<file path="src/rtl/perceptron_trainer_n.sv">
`default_nettype none
// ============================================================================
// Module   : perceptron_trainer_n
// Purpose  : Perceptron training engine. Reads NSAMP samples per epoch from
//            an external sample memory and computes the net input yin with a
//            sequential multiply-accumulate. On a sign mismatch it applies the
//            saturating update w += t*x*2^ALPHA_SH, b += t*2^ALPHA_SH. Epochs
//            repeat until one epoch makes no update (converged) or MAX_EPOCH
//            epochs have been completed.
// Ports    : clk        - clock, rising edge
//            rst        - asynchronous reset, active low
//            start      - begin training (accepted in IDLE/DONE only)
//            rd_en      - sample read strobe, rd_addr - sample index
//            x_data     - packed signed inputs, valid the cycle after rd_en
//            t_data     - target: 01=+1, 11=-1, 00/10=skip
//            w_flat, b  - packed weights and bias
//            yin        - last net input; sign_yin = 01 (>=0) / 11 (<0)
//            epoch_cnt  - completed epochs
//            busy/ready - training in progress / results available
//            converged  - valid while ready
//            err_cnt    - mismatches in the last completed epoch
//                         (present only when PERCEPTRON_ERRCNT_EN is defined)
// Options  : `define PERCEPTRON_ERRCNT_EN adds the err_cnt output.
// Revision : 1.0 - initial release
// ============================================================================
module perceptron_trainer_n #(
    parameter int N_IN      = 4,
    parameter int DW        = 7,
    parameter int WW        = 14,
    parameter int NSAMP     = 16,
    parameter int MAX_EPOCH = 32,
    parameter int ALPHA_SH  = 0,
    localparam int AW       = WW + DW + $clog2(N_IN + 1),
    localparam int AAW      = (NSAMP > 1) ? $clog2(NSAMP) : 1,
    localparam int EW       = $clog2(MAX_EPOCH + 1)
) (
    input  logic                 clk,
    input  logic                 rst,
    input  logic                 start,
    output logic                 rd_en,
    output logic [AAW-1:0]       rd_addr,
    input  logic [N_IN*DW-1:0]   x_data,
    input  logic [1:0]           t_data,
    output logic [N_IN*WW-1:0]   w_flat,
    output logic [WW-1:0]        b,
    output logic [AW-1:0]        yin,
    output logic [1:0]           sign_yin,
    output logic [EW-1:0]        epoch_cnt,
    output logic                 busy,
    output logic                 ready,
    output logic                 converged
`ifdef PERCEPTRON_ERRCNT_EN
    ,
    output logic [$clog2(NSAMP+1)-1:0] err_cnt
`endif
);

    localparam int IW = (N_IN > 1) ? $clog2(N_IN) : 1;
    // Update arithmetic width: holds a weight plus a shifted input without wrap.
    localparam int SW = ((WW > DW + ALPHA_SH) ? WW : (DW + ALPHA_SH)) + 2;
    localparam logic signed [SW-1:0] C_WMAX  = SW'(2 ** (WW - 1) - 1);
    localparam logic signed [SW-1:0] C_WMIN  = SW'(-(2 ** (WW - 1)));
    localparam logic signed [SW-1:0] C_BSTEP = SW'(2 ** ALPHA_SH);
    localparam logic [IW-1:0]        C_LAST_IDX  = IW'(N_IN - 1);
    localparam logic [AAW-1:0]       C_LAST_ADDR = AAW'(NSAMP - 1);

    typedef enum logic [2:0] {
        S_IDLE   = 3'd0,
        S_FETCH  = 3'd1,
        S_LOAD   = 3'd2,
        S_MAC    = 3'd3,
        S_CHECK  = 3'd4,
        S_UPDATE = 3'd5,
        S_NEXT   = 3'd6,
        S_DONE   = 3'd7
    } state_t;

    state_t                state_q, state_d;
    logic [AAW-1:0]        addr_q, addr_d;
    logic [IW-1:0]         idx_q, idx_d;
    logic signed [AW-1:0]  acc_q, acc_d;
    logic signed [AW-1:0]  yin_q, yin_d;
    logic [1:0]            sign_q, sign_d;
    logic [1:0]            t_q, t_d;
    logic [EW-1:0]         epoch_q, epoch_d;
    logic                  upd_q, upd_d;
    logic                  conv_q, conv_d;
    logic signed [WW-1:0]  w_q [N_IN];
    logic signed [WW-1:0]  w_d [N_IN];
    logic signed [WW-1:0]  b_q, b_d;
    logic signed [DW-1:0]  x_q [N_IN];
    logic signed [DW-1:0]  x_d [N_IN];
    logic signed [WW+DW-1:0] prod;
    logic                  mismatch;
`ifdef PERCEPTRON_ERRCNT_EN
    logic [$clog2(NSAMP+1)-1:0] errrun_q, errrun_d;
    logic [$clog2(NSAMP+1)-1:0] errcnt_q, errcnt_d;
`endif

    function automatic logic signed [WW-1:0] sat_add(input logic signed [WW-1:0] a,
                                                     input logic signed [SW-1:0] d);
        logic signed [SW-1:0] s;
        s = SW'(a) + d;
        if (s > C_WMAX)      return WW'(C_WMAX);
        else if (s < C_WMIN) return WW'(C_WMIN);
        else                 return s[WW-1:0];
    endfunction

    // Full-precision product of the currently selected weight/input pair.
    assign prod = (WW+DW)'(w_q[idx_q]) * (WW+DW)'(x_q[idx_q]);

    // Skip targets never mismatch; otherwise t[1] is the target sign bit.
    assign mismatch = t_q[0] && (t_q[1] != acc_q[AW-1]);

    always_comb begin
        state_d = state_q;
        addr_d  = addr_q;
        idx_d   = idx_q;
        acc_d   = acc_q;
        yin_d   = yin_q;
        sign_d  = sign_q;
        t_d     = t_q;
        epoch_d = epoch_q;
        upd_d   = upd_q;
        conv_d  = conv_q;
        b_d     = b_q;
        for (int i = 0; i < N_IN; i++) begin
            w_d[i] = w_q[i];
            x_d[i] = x_q[i];
        end
`ifdef PERCEPTRON_ERRCNT_EN
        errrun_d = errrun_q;
        errcnt_d = errcnt_q;
`endif
        case (state_q)
            S_IDLE, S_DONE: begin
                if (start) begin
                    for (int i = 0; i < N_IN; i++) w_d[i] = '0;
                    b_d     = '0;
                    epoch_d = '0;
                    addr_d  = '0;
                    conv_d  = 1'b0;
                    upd_d   = 1'b0;
`ifdef PERCEPTRON_ERRCNT_EN
                    errrun_d = '0;
                    errcnt_d = '0;
`endif
                    state_d = S_FETCH;
                end
            end
            S_FETCH: state_d = S_LOAD;
            S_LOAD: begin
                for (int i = 0; i < N_IN; i++) x_d[i] = x_data[i*DW +: DW];
                t_d     = t_data;
                acc_d   = AW'(b_q);
                idx_d   = '0;
                state_d = S_MAC;
            end
            S_MAC: begin
                acc_d = acc_q + AW'(prod);
                idx_d = idx_q + IW'(1);
                if (idx_q == C_LAST_IDX) state_d = S_CHECK;
            end
            S_CHECK: begin
                yin_d  = acc_q;
                sign_d = acc_q[AW-1] ? 2'b11 : 2'b01;
                if (mismatch) begin
                    state_d = S_UPDATE;
`ifdef PERCEPTRON_ERRCNT_EN
                    errrun_d = errrun_q + 1'b1;
`endif
                end else begin
                    state_d = S_NEXT;
                end
            end
            S_UPDATE: begin
                // Only reached with t = +1/-1, so t[1] selects the sign of the step.
                for (int i = 0; i < N_IN; i++) begin
                    w_d[i] = sat_add(w_q[i], t_q[1] ? -(SW'(x_q[i]) <<< ALPHA_SH)
                                                    :  (SW'(x_q[i]) <<< ALPHA_SH));
                end
                b_d     = sat_add(b_q, t_q[1] ? -C_BSTEP : C_BSTEP);
                upd_d   = 1'b1;
                state_d = S_NEXT;
            end
            S_NEXT: begin
                if (addr_q != C_LAST_ADDR) begin
                    addr_d  = addr_q + 1'b1;
                    state_d = S_FETCH;
                end else begin
                    epoch_d = epoch_q + 1'b1;
                    addr_d  = '0;
`ifdef PERCEPTRON_ERRCNT_EN
                    errcnt_d = errrun_q;
                    errrun_d = '0;
`endif
                    if (!upd_q) begin
                        conv_d  = 1'b1;
                        state_d = S_DONE;
                    end else if (epoch_d == EW'(MAX_EPOCH)) begin
                        conv_d  = 1'b0;
                        state_d = S_DONE;
                    end else begin
                        upd_d   = 1'b0;
                        state_d = S_FETCH;
                    end
                end
            end
            default: state_d = S_IDLE;
        endcase
    end

    always_ff @(posedge clk or negedge rst) begin
        if (!rst) begin
            state_q <= S_IDLE;
            addr_q  <= '0;
            idx_q   <= '0;
            acc_q   <= '0;
            yin_q   <= '0;
            sign_q  <= 2'b00;
            t_q     <= 2'b00;
            epoch_q <= '0;
            upd_q   <= 1'b0;
            conv_q  <= 1'b0;
            b_q     <= '0;
            for (int i = 0; i < N_IN; i++) begin
                w_q[i] <= '0;
                x_q[i] <= '0;
            end
`ifdef PERCEPTRON_ERRCNT_EN
            errrun_q <= '0;
            errcnt_q <= '0;
`endif
        end else begin
            state_q <= state_d;
            addr_q  <= addr_d;
            idx_q   <= idx_d;
            acc_q   <= acc_d;
            yin_q   <= yin_d;
            sign_q  <= sign_d;
            t_q     <= t_d;
            epoch_q <= epoch_d;
            upd_q   <= upd_d;
            conv_q  <= conv_d;
            b_q     <= b_d;
            for (int i = 0; i < N_IN; i++) begin
                w_q[i] <= w_d[i];
                x_q[i] <= x_d[i];
            end
`ifdef PERCEPTRON_ERRCNT_EN
            errrun_q <= errrun_d;
            errcnt_q <= errcnt_d;
`endif
        end
    end

    generate
        for (genvar gi = 0; gi < N_IN; gi++) begin : g_pack
            assign w_flat[gi*WW +: WW] = w_q[gi];
        end
    endgenerate

    assign rd_en     = (state_q == S_FETCH);
    assign rd_addr   = addr_q;
    assign b         = b_q;
    assign yin       = yin_q;
    assign sign_yin  = sign_q;
    assign epoch_cnt = epoch_q;
    assign busy      = (state_q != S_IDLE) && (state_q != S_DONE);
    assign ready     = (state_q == S_DONE);
    assign converged = conv_q;
`ifdef PERCEPTRON_ERRCNT_EN
    assign err_cnt   = errcnt_q;
`endif

endmodule
`default_nettype wire
</file>
<file path="config.mk">
export PLATFORM = sky130hd
export DESIGN_NAME = perceptron_trainer_n
export DESIGN_NICKNAME = d
export VERILOG_FILES = /design/src/rtl/perceptron_trainer_n.sv
export SDC_FILE = /design/constraint.sdc
export NUM_CORES = 1
export LEC_CHECK = 0
export ABC_AREA = 1
export CAP_MARGIN = 20
export CORE_UTILIZATION = 40
export DETAILED_ROUTE_END_ITERATION = 16
export DONT_BUFFER_PORTS = 1
export PLACE_DENSITY = 0.59
export SYNTH_ARGS = -nofsm -noshare
export SYNTH_HDL_FRONTEND = slang
export SYNTH_SLANG_ARGS = --single-unit
</file>
<file path="constraint.sdc">
create_clock -name clk -period 9.3 [get_ports clk]
set_input_delay 1.395 -clock clk [delete_from_list [all_inputs] [get_ports clk]]
set_output_delay 1.395 -clock clk [all_outputs]
set_load 0.005 [all_outputs]
</file>
==> summary.md, run 1 <==
| Metric | Value |
|---|---|
| Commonest non-fill, non-tap cell in the layout | `nand2_1` |
| Slew margin rel. | `41.0%` |
| Worst skew pair latency | `0.48 ns` |
| Post-Syn Area per Cell | `7.11 µm²` |
| Root buf cell | `clkbuf_16` |
| Final setup fails | `0` |
| Final instance area | `18,600 µm²` |
| Fin cells | `3,017` |
| Worst-path clk slew | `0.08 ns` |
| Period utilisation layout | `69.4%` |
| Sequential-to-total area share from yosys stat | `23.8%` |
| CTS Buf Count | `17` |
| Worst-margin pin slew | `0.885 ns` |
| RSZ-0062 raised after global routing | `false` |
| WP data required | `9.64 ns` |
| Routed wire length | `54,200 µm` |
| Die height | `211 µm` |
| Post-CTS Hold Buffers | `0` |
| Initial antenna violation count | `1` |
| DR vias | `15,725` |
| Placed cell count | `2,983` |
| GR Overflow Total | `0` |
| Yosys cell types | `48` |
| Setup CP Type | `reg2reg` |
| MaxCap Viol Count | `0` |
| Detail Placement HPWL | `42,900 µm` |
| Final hold viol count | `0` |
| Critical path fanouts, max | `55` |
| IO Count | `143` |
| Buffer depth of the longest clock path | `2` |
| GP Congestion | `0.932` |
| Largest net degree at the start of global routing | `167` |
| Total Die Area | `44,500 µm²` |
| Setup TNS Final | `0 ns` |
| Top post-synthesis cells by area | `dfrtp_1 24%, nand2_1 15%, fa_1 12%` |
| Tot GR Track Use | `25.2%` |
| Routed vias/inst | `5.21` |
| Ratio of cells with drive above 1 in the final layout | `3.58%` |
| Max Slew Vio Count | `0` |
| Syn nets | `2,739` |
| I/O Buffers | `0` |
| Post-CTS sizing | `0` |
| Post-Syn Area | `17,500 µm²` |
| CTS tree | `built` |
| Post-synth EDFFs | `0` |
| Hold_ws | `0.487 ns` |
| Post-synthesis cell count | `2,456` |
| Core Region | `43,100 µm²` |
| Max H-tree Level | `4` |
| Area grow syn2layout | `6.30%` |
| Post-CTS Setup Bufs | `0` |
| Drt first pass iters | `5` |
| Starting Density | `40.5%` |
| Row Count | `76` |
| Worst Path Arrival | `6.79 ns` |
| Outcome | `finished clean` |
| Hold Crit Class | `reg2reg` |
| Synth async-reset ratio | `100%` |
| Crit path time final | `6.45 ns` |
| Iter 0 DRT Violations | `1,153` |
| Final ANT Viol Nets | `0` |
| Worst Setup End Kind | `flop` |
| DR WL/cell | `18.0 µm` |
| First-pass GRT wire length | `86,200 µm` |
| # DRC | `0` |
| Most frequent cells in the layout | `694 x nand2_1, 387 x inv_1, 213 x nor2_1, 173 x nand3_1, 164 x dfrtp_1` |
| Area after DPL | `17,900 µm²` |
| CTS sink count | `166` |
| Fmax | `155 MHz` |
| Die width | `211 µm` |
| Yosys warns | `0` |
| Yosys top cell area share | `23.8%` |
| FF+latch count, synth | `166` |
| Post-Route Skew | `0.0221 ns` |
| Nets | `2,701` |
| Synth area leader | `dfrtp_1` |
| Main synth FF type | `dfrtp_1` |
| Vias in the first global route | `15,340` |
| Critical path startpoint category | `flop` |
[registers in the layout, summed over array words and instances, names as in the netlist]
| register | cells |
|---|---|
| yin | 24 |
| converged | 1 |
| w_flat | 56 |
| rd_addr | 4 |
| sign_yin | 1 |
| epoch_cnt | 6 |
| acc_q | 24 |
| idx_q | 2 |
| b | 14 |
| upd_q | 1 |
| x_q | 28 |
| state_q | 3 |
| t_q | 2 |
[layer usage]
layer  vias to the layer above  routed length [µm]  global-route usage, %
met5                         -                   0                      0
met4                         0                1280                   8.07
met3                        72                3120                   4.12
met2                       406               24900                   40.1
met1                      7531               24900                   34.9
li1                       7716                   -                      -
[logic make-up (layout without fill, tap and decap cells)]
logic type / Yosys count / in the layout / synth area share [%]
adder cells (fa/ha/maj): 250 / 250 / 22.6
AND/OR/NAND/NOR: 1151 / 1151 / 27.3
flip-flops: 166 / 166 / 23.8
buffers and inverters: 466 / 441 / 10.6
multiplexers: 18 / 18 / 1.16
other: 0 / 1 / 0
XOR/XNOR: 94 / 94 / 4.71
AO/OA/AOI/OAI: 311 / 311 / 9.90
[worst paths after layout]
kind                              from           to  slack (ns)  cells after the start
hold reg to reg            sign_yin[0]  sign_yin[0]        0.49                      2
hold / removal             sign_yin[0]  sign_yin[0]        0.49                      2
setup / recovery              idx_q[0]    acc_q[21]        2.85                     21
min in group asynchronous          rst      yin[19]        0.61                      0
max in group asynchronous          rst     idx_q[0]        8.15                      0
setup reg to reg              idx_q[0]    acc_q[21]        2.85                     21
[synth_stat cells, types with 2 or more instances]
cell type,n
nand3b_1,12
and2_1,2
buf_6,5
xnor2_1,40
nand2_1,694
o21ai_2,2
xor2_1,54
o21ai_1,7
nor2_1,213
inv_1,387
inv_2,9
fa_1,108
a21o_1,4
clkinv_1,3
nor2_4,3
a32oi_1,18
a31oi_1,6
nor3_1,19
buf_4,9
mux2_2,18
a21oi_1,159
buf_2,22
o22ai_1,10
a21boi_0,2
ha_1,142
inv_4,3
o21bai_1,10
nand3_1,173
buf_1,3
o211ai_1,6
nand4_1,21
dfrtp_1,166
clkbuf_1,25
nor3_2,2
o21ai_0,81
or2_2,4
nor2_2,3
[cell type report]
cell class	instances	area, µm²
inverters	402	1520
flip-flops and latches	166	4160
clock buffers	22	474
repair buffers	7	72.6
fillers	4447	24500
diodes	1	2.50
clock inverters	10	145
multi-input cells	1824	11500
well taps	585	732
[metrics by stage]
stage,utilization [%],worst slack (ns)
2_1_floorplan,-,4.04
3_3_place_gp,41.6,3.03
3_5_place_dp,41.6,2.91
4_1_cts,43.0,2.90
5_1_grt,43.1,2.18
6_report,43.1,2.85
[worst max-delay path: stages, from the launching register on]
cell	delay, ns
dfrtp_2	0.73
inv_2	0.54
nand2_1	0.12
a32oi_1	0.42
clkinv_1	0.45
nor2_1	0.38
fa_1	0.50
fa_1	0.57
fa_1	0.57
inv_1	0.06
fa_1	0.52
inv_1	0.04
ha_1	0.37
nand2_1	0.09
inv_1	0.08
nand3_1	0.10
nor3_1	0.26
nand4_1	0.18
nand3_1	0.11
nand2_1	0.05
nand3_1	0.08
o211ai_1	0.09
Power of run 1 is not shown: default switching activity piles up to over one toggle a cycle in this logic, so the estimate is an artifact.
==> run 2: changes to the inputs <==
Settings changed: PLACE_DENSITY 0.59 to 0.61.
Clock period 9.3 ns to 5.6 ns, I/O delays scaled along.
==> run 2 against run 1 <==
Effect of this change:
- hold slack got worse by 0.43 ns
- routed wire length increased by 0.13%
- cell count increased by 1.4%
- critical endpoint is now acc_q[17]
==> summary.md, run 2 (synthesis results as in run 1) <==
| Metric | Value |
|---|---|
| Area grow syn2layout | `8.58% (was 6.30%)` |
| Max Slew Vio Count | `0 (unchanged)` |
| Total Die Area | `44,500 µm² (unchanged)` |
| Vias in the first global route | `15,613 (was 15,340)` |
| CTS Buf Count | `17 (unchanged)` |
| Iter 0 DRT Violations | `1,189 (was 1,153)` |
| Worst-path clk slew | `0.07 ns (was 0.08 ns)` |
| I/O Buffers | `0 (unchanged)` |
| Drt first pass iters | `5 (unchanged)` |
| Most used cell along the critical path | `fa_1 (unchanged)` |
| Final ANT Viol Nets | `0 (unchanged)` |
| Initial antenna violation count | `2 (was 1)` |
| IO Count | `143 (unchanged)` |
| Fmax | `188 MHz (was 155 MHz)` |
| GP Congestion | `0.972 (was 0.932)` |
| Outcome | `finished clean (unchanged)` |
| Ratio of cells with drive above 1 in the final layout | `6.03% (was 3.58%)` |
| Starting Density | `40.5% (unchanged)` |
| Post-CTS Hold Buffers | `0 (unchanged)` |
| Hold Crit Class | `in2async (was reg2reg)` |
| Slew margin rel. | `42.5% (was 41.0%)` |
| Worst-margin pin slew | `0.863 ns (was 0.885 ns)` |
| CP cell instances | `buf_4 -> o211ai_1 -> nand2_1 -> inv_2 -> nor2_1 -> buf_4 -> fa_1 -> fa_1 -> fa_1 -> inv_1 -> fa_1 -> inv_1 -> ha_1 -> a21oi_1 -> a21boi_0 -> nand3_1 -> nand3_1 -> nand2_1 -> or2_2 -> nand3_1 -> nand2_1 (was inv_2 -> nand2_1 -> a32oi_1 -> clkinv_1 -> nor2_1 -> fa_1 -> fa_1 -> fa_1 -> inv_1 -> fa_1 -> inv_1 -> ha_1 -> nand2_1 -> inv_1 -> nand3_1 -> nor3_1 -> nand4_1 -> nand3_1 -> nand2_1 -> nand3_1 -> o211ai_1)` |
| Largest stage delay on the critical path | `0.55 ns (was 0.73 ns)` |
| Die height | `211 µm (unchanged)` |
| Buffers & Inverters on Critical Path | `5 (unchanged)` |
| Routed wire length | `54,300 µm (was 54,200 µm)` |
| Post-Route Skew | `0.0102 ns (was 0.0221 ns)` |
| Largest net degree at the start of global routing | `167 (unchanged)` |
| RSZ-0062 raised after global routing | `false (unchanged)` |
| Nets | `2,741 (was 2,701)` |
| Worst Setup End Kind | `flop (unchanged)` |
| Root buf cell | `clkbuf_16 (unchanged)` |
| Crit path max-delay family | `adder cells (unchanged)` |
| Final hold viol count | `0 (unchanged)` |
| Commonest non-fill, non-tap cell in the layout | `nand2_1 (unchanged)` |
| Critical path startpoint category | `flop (unchanged)` |
| Detail Placement HPWL | `43,900 µm (was 42,900 µm)` |
| Die width | `211 µm (unchanged)` |
| WP data required | `5.96 ns (was 9.64 ns)` |
| Highest-delay cell along the critical path | `fa_1 (was dfrtp_2)` |
| Core Region | `43,100 µm² (unchanged)` |
| CTS sink count | `166 (unchanged)` |
| Crit path time final | `5.33 ns (was 6.45 ns)` |
| Row Count | `76 (unchanged)` |
| # DRC | `0 (unchanged)` |
| Setup CP Type | `reg2reg (unchanged)` |
| Most frequent cells in the layout | `692 x nand2_1, 382 x inv_1, 212 x nor2_1, 173 x nand3_1, 164 x dfrtp_1 (was 694 x nand2_1, 387 x inv_1, 213 x nor2_1, 173 x nand3_1, 164 x dfrtp_1)` |
| DR vias | `15,984 (was 15,725)` |
| MaxCap Viol Count | `0 (unchanged)` |
| Tot GR Track Use | `25.2% (about the same)` |
| Setup TNS Final | `0 ns (unchanged)` |
| Worst skew pair latency | `0.47 ns (was 0.48 ns)` |
| Routed vias/inst | `5.23 (was 5.21)` |
| Period utilisation layout | `95.1% (was 69.4%)` |
| Max H-tree Level | `4 (unchanged)` |
| Buffer depth of the longest clock path | `2 (unchanged)` |
| Final setup fails | `0 (unchanged)` |
| CTS tree | `built (unchanged)` |
| Critical path fanouts, max | `13 (was 55)` |
| DR WL/cell | `17.8 µm (was 18.0 µm)` |
| First-pass GRT wire length | `86,600 µm (was 86,200 µm)` |
| GR Overflow Total | `0 (unchanged)` |
| Worst Path Arrival | `5.69 ns (was 6.79 ns)` |
| Max FFs per register | `56 (unchanged)` |
==> run 2: layer usage <==
metal | vias to the layer above | track usage [%] | routed length (µm)
met3 | 84 | 4.15 | 3200
met2 | 450 | 41.3 | 25100
met4 | 0 | 8.95 | 1680
met5 | - | 0 | 0
li1 | 7811 | - | -
met1 | 7639 | 33.4 | 24300
==> run 2: final timing paths <==
path / startpoint / to / slack, ns / cells after the start
setup / recovery: idx_q[0] / acc_q[17] / 0.27 / 21
hold / removal: rst / yin[19] / 0.06 / 0
setup reg to reg: idx_q[0] / acc_q[17] / 0.27 / 21
hold reg to reg: sign_yin[0] / sign_yin[0] / 0.50 / 2
max in group asynchronous: rst / w_flat[34] / 5.10 / 0
min in group clk: x_data[12] / x_q[19] / 0.49 / 2
==> run 2: stage by stage <==
stage | hold slack [ns] | utilization [%] | cells | area, µm² | setup WS (ns)
6_report | 0.0585 | 44.0 | 3058 | 19000 | 0.274
5_1_grt | 0.0375 | 44.0 | 3058 | 19000 | 0.0113
4_1_cts | 0.0299 | 43.8 | 3056 | 18900 | 0.125
3_5_place_dp | 0.484 | 42.4 | 3024 | 18200 | 0.127
3_3_place_gp | 0.480 | 42.4 | 3024 | 18200 | 0.267
2_1_floorplan | 0.458 | - | 2456 | 17500 | 0.337
==> run 2: layout make-up <==
| cell class | count | area [µm²] |
|---|---|---|
| flip-flops and latches | 166 | 4160 |
| clock inverters | 13 | 170 |
| repair buffers | 47 | 382 |
| inverters | 402 | 1520 |
| multi-input cells | 1824 | 11600 |
| fillers | 4441 | 24100 |
| well taps | 585 | 732 |
| diodes | 2 | 5.00 |
| clock buffers | 19 | 443 |
==> run 2: timing repair <==
item                                    CTS  global route
buffers inserted                          0             0
endpoints found under the setup margin    1            10
resized for setup                         1            24
hold endpoints to repair                  0             0
pin swaps                                 0             1
Power of run 2 is left out for the same reason.
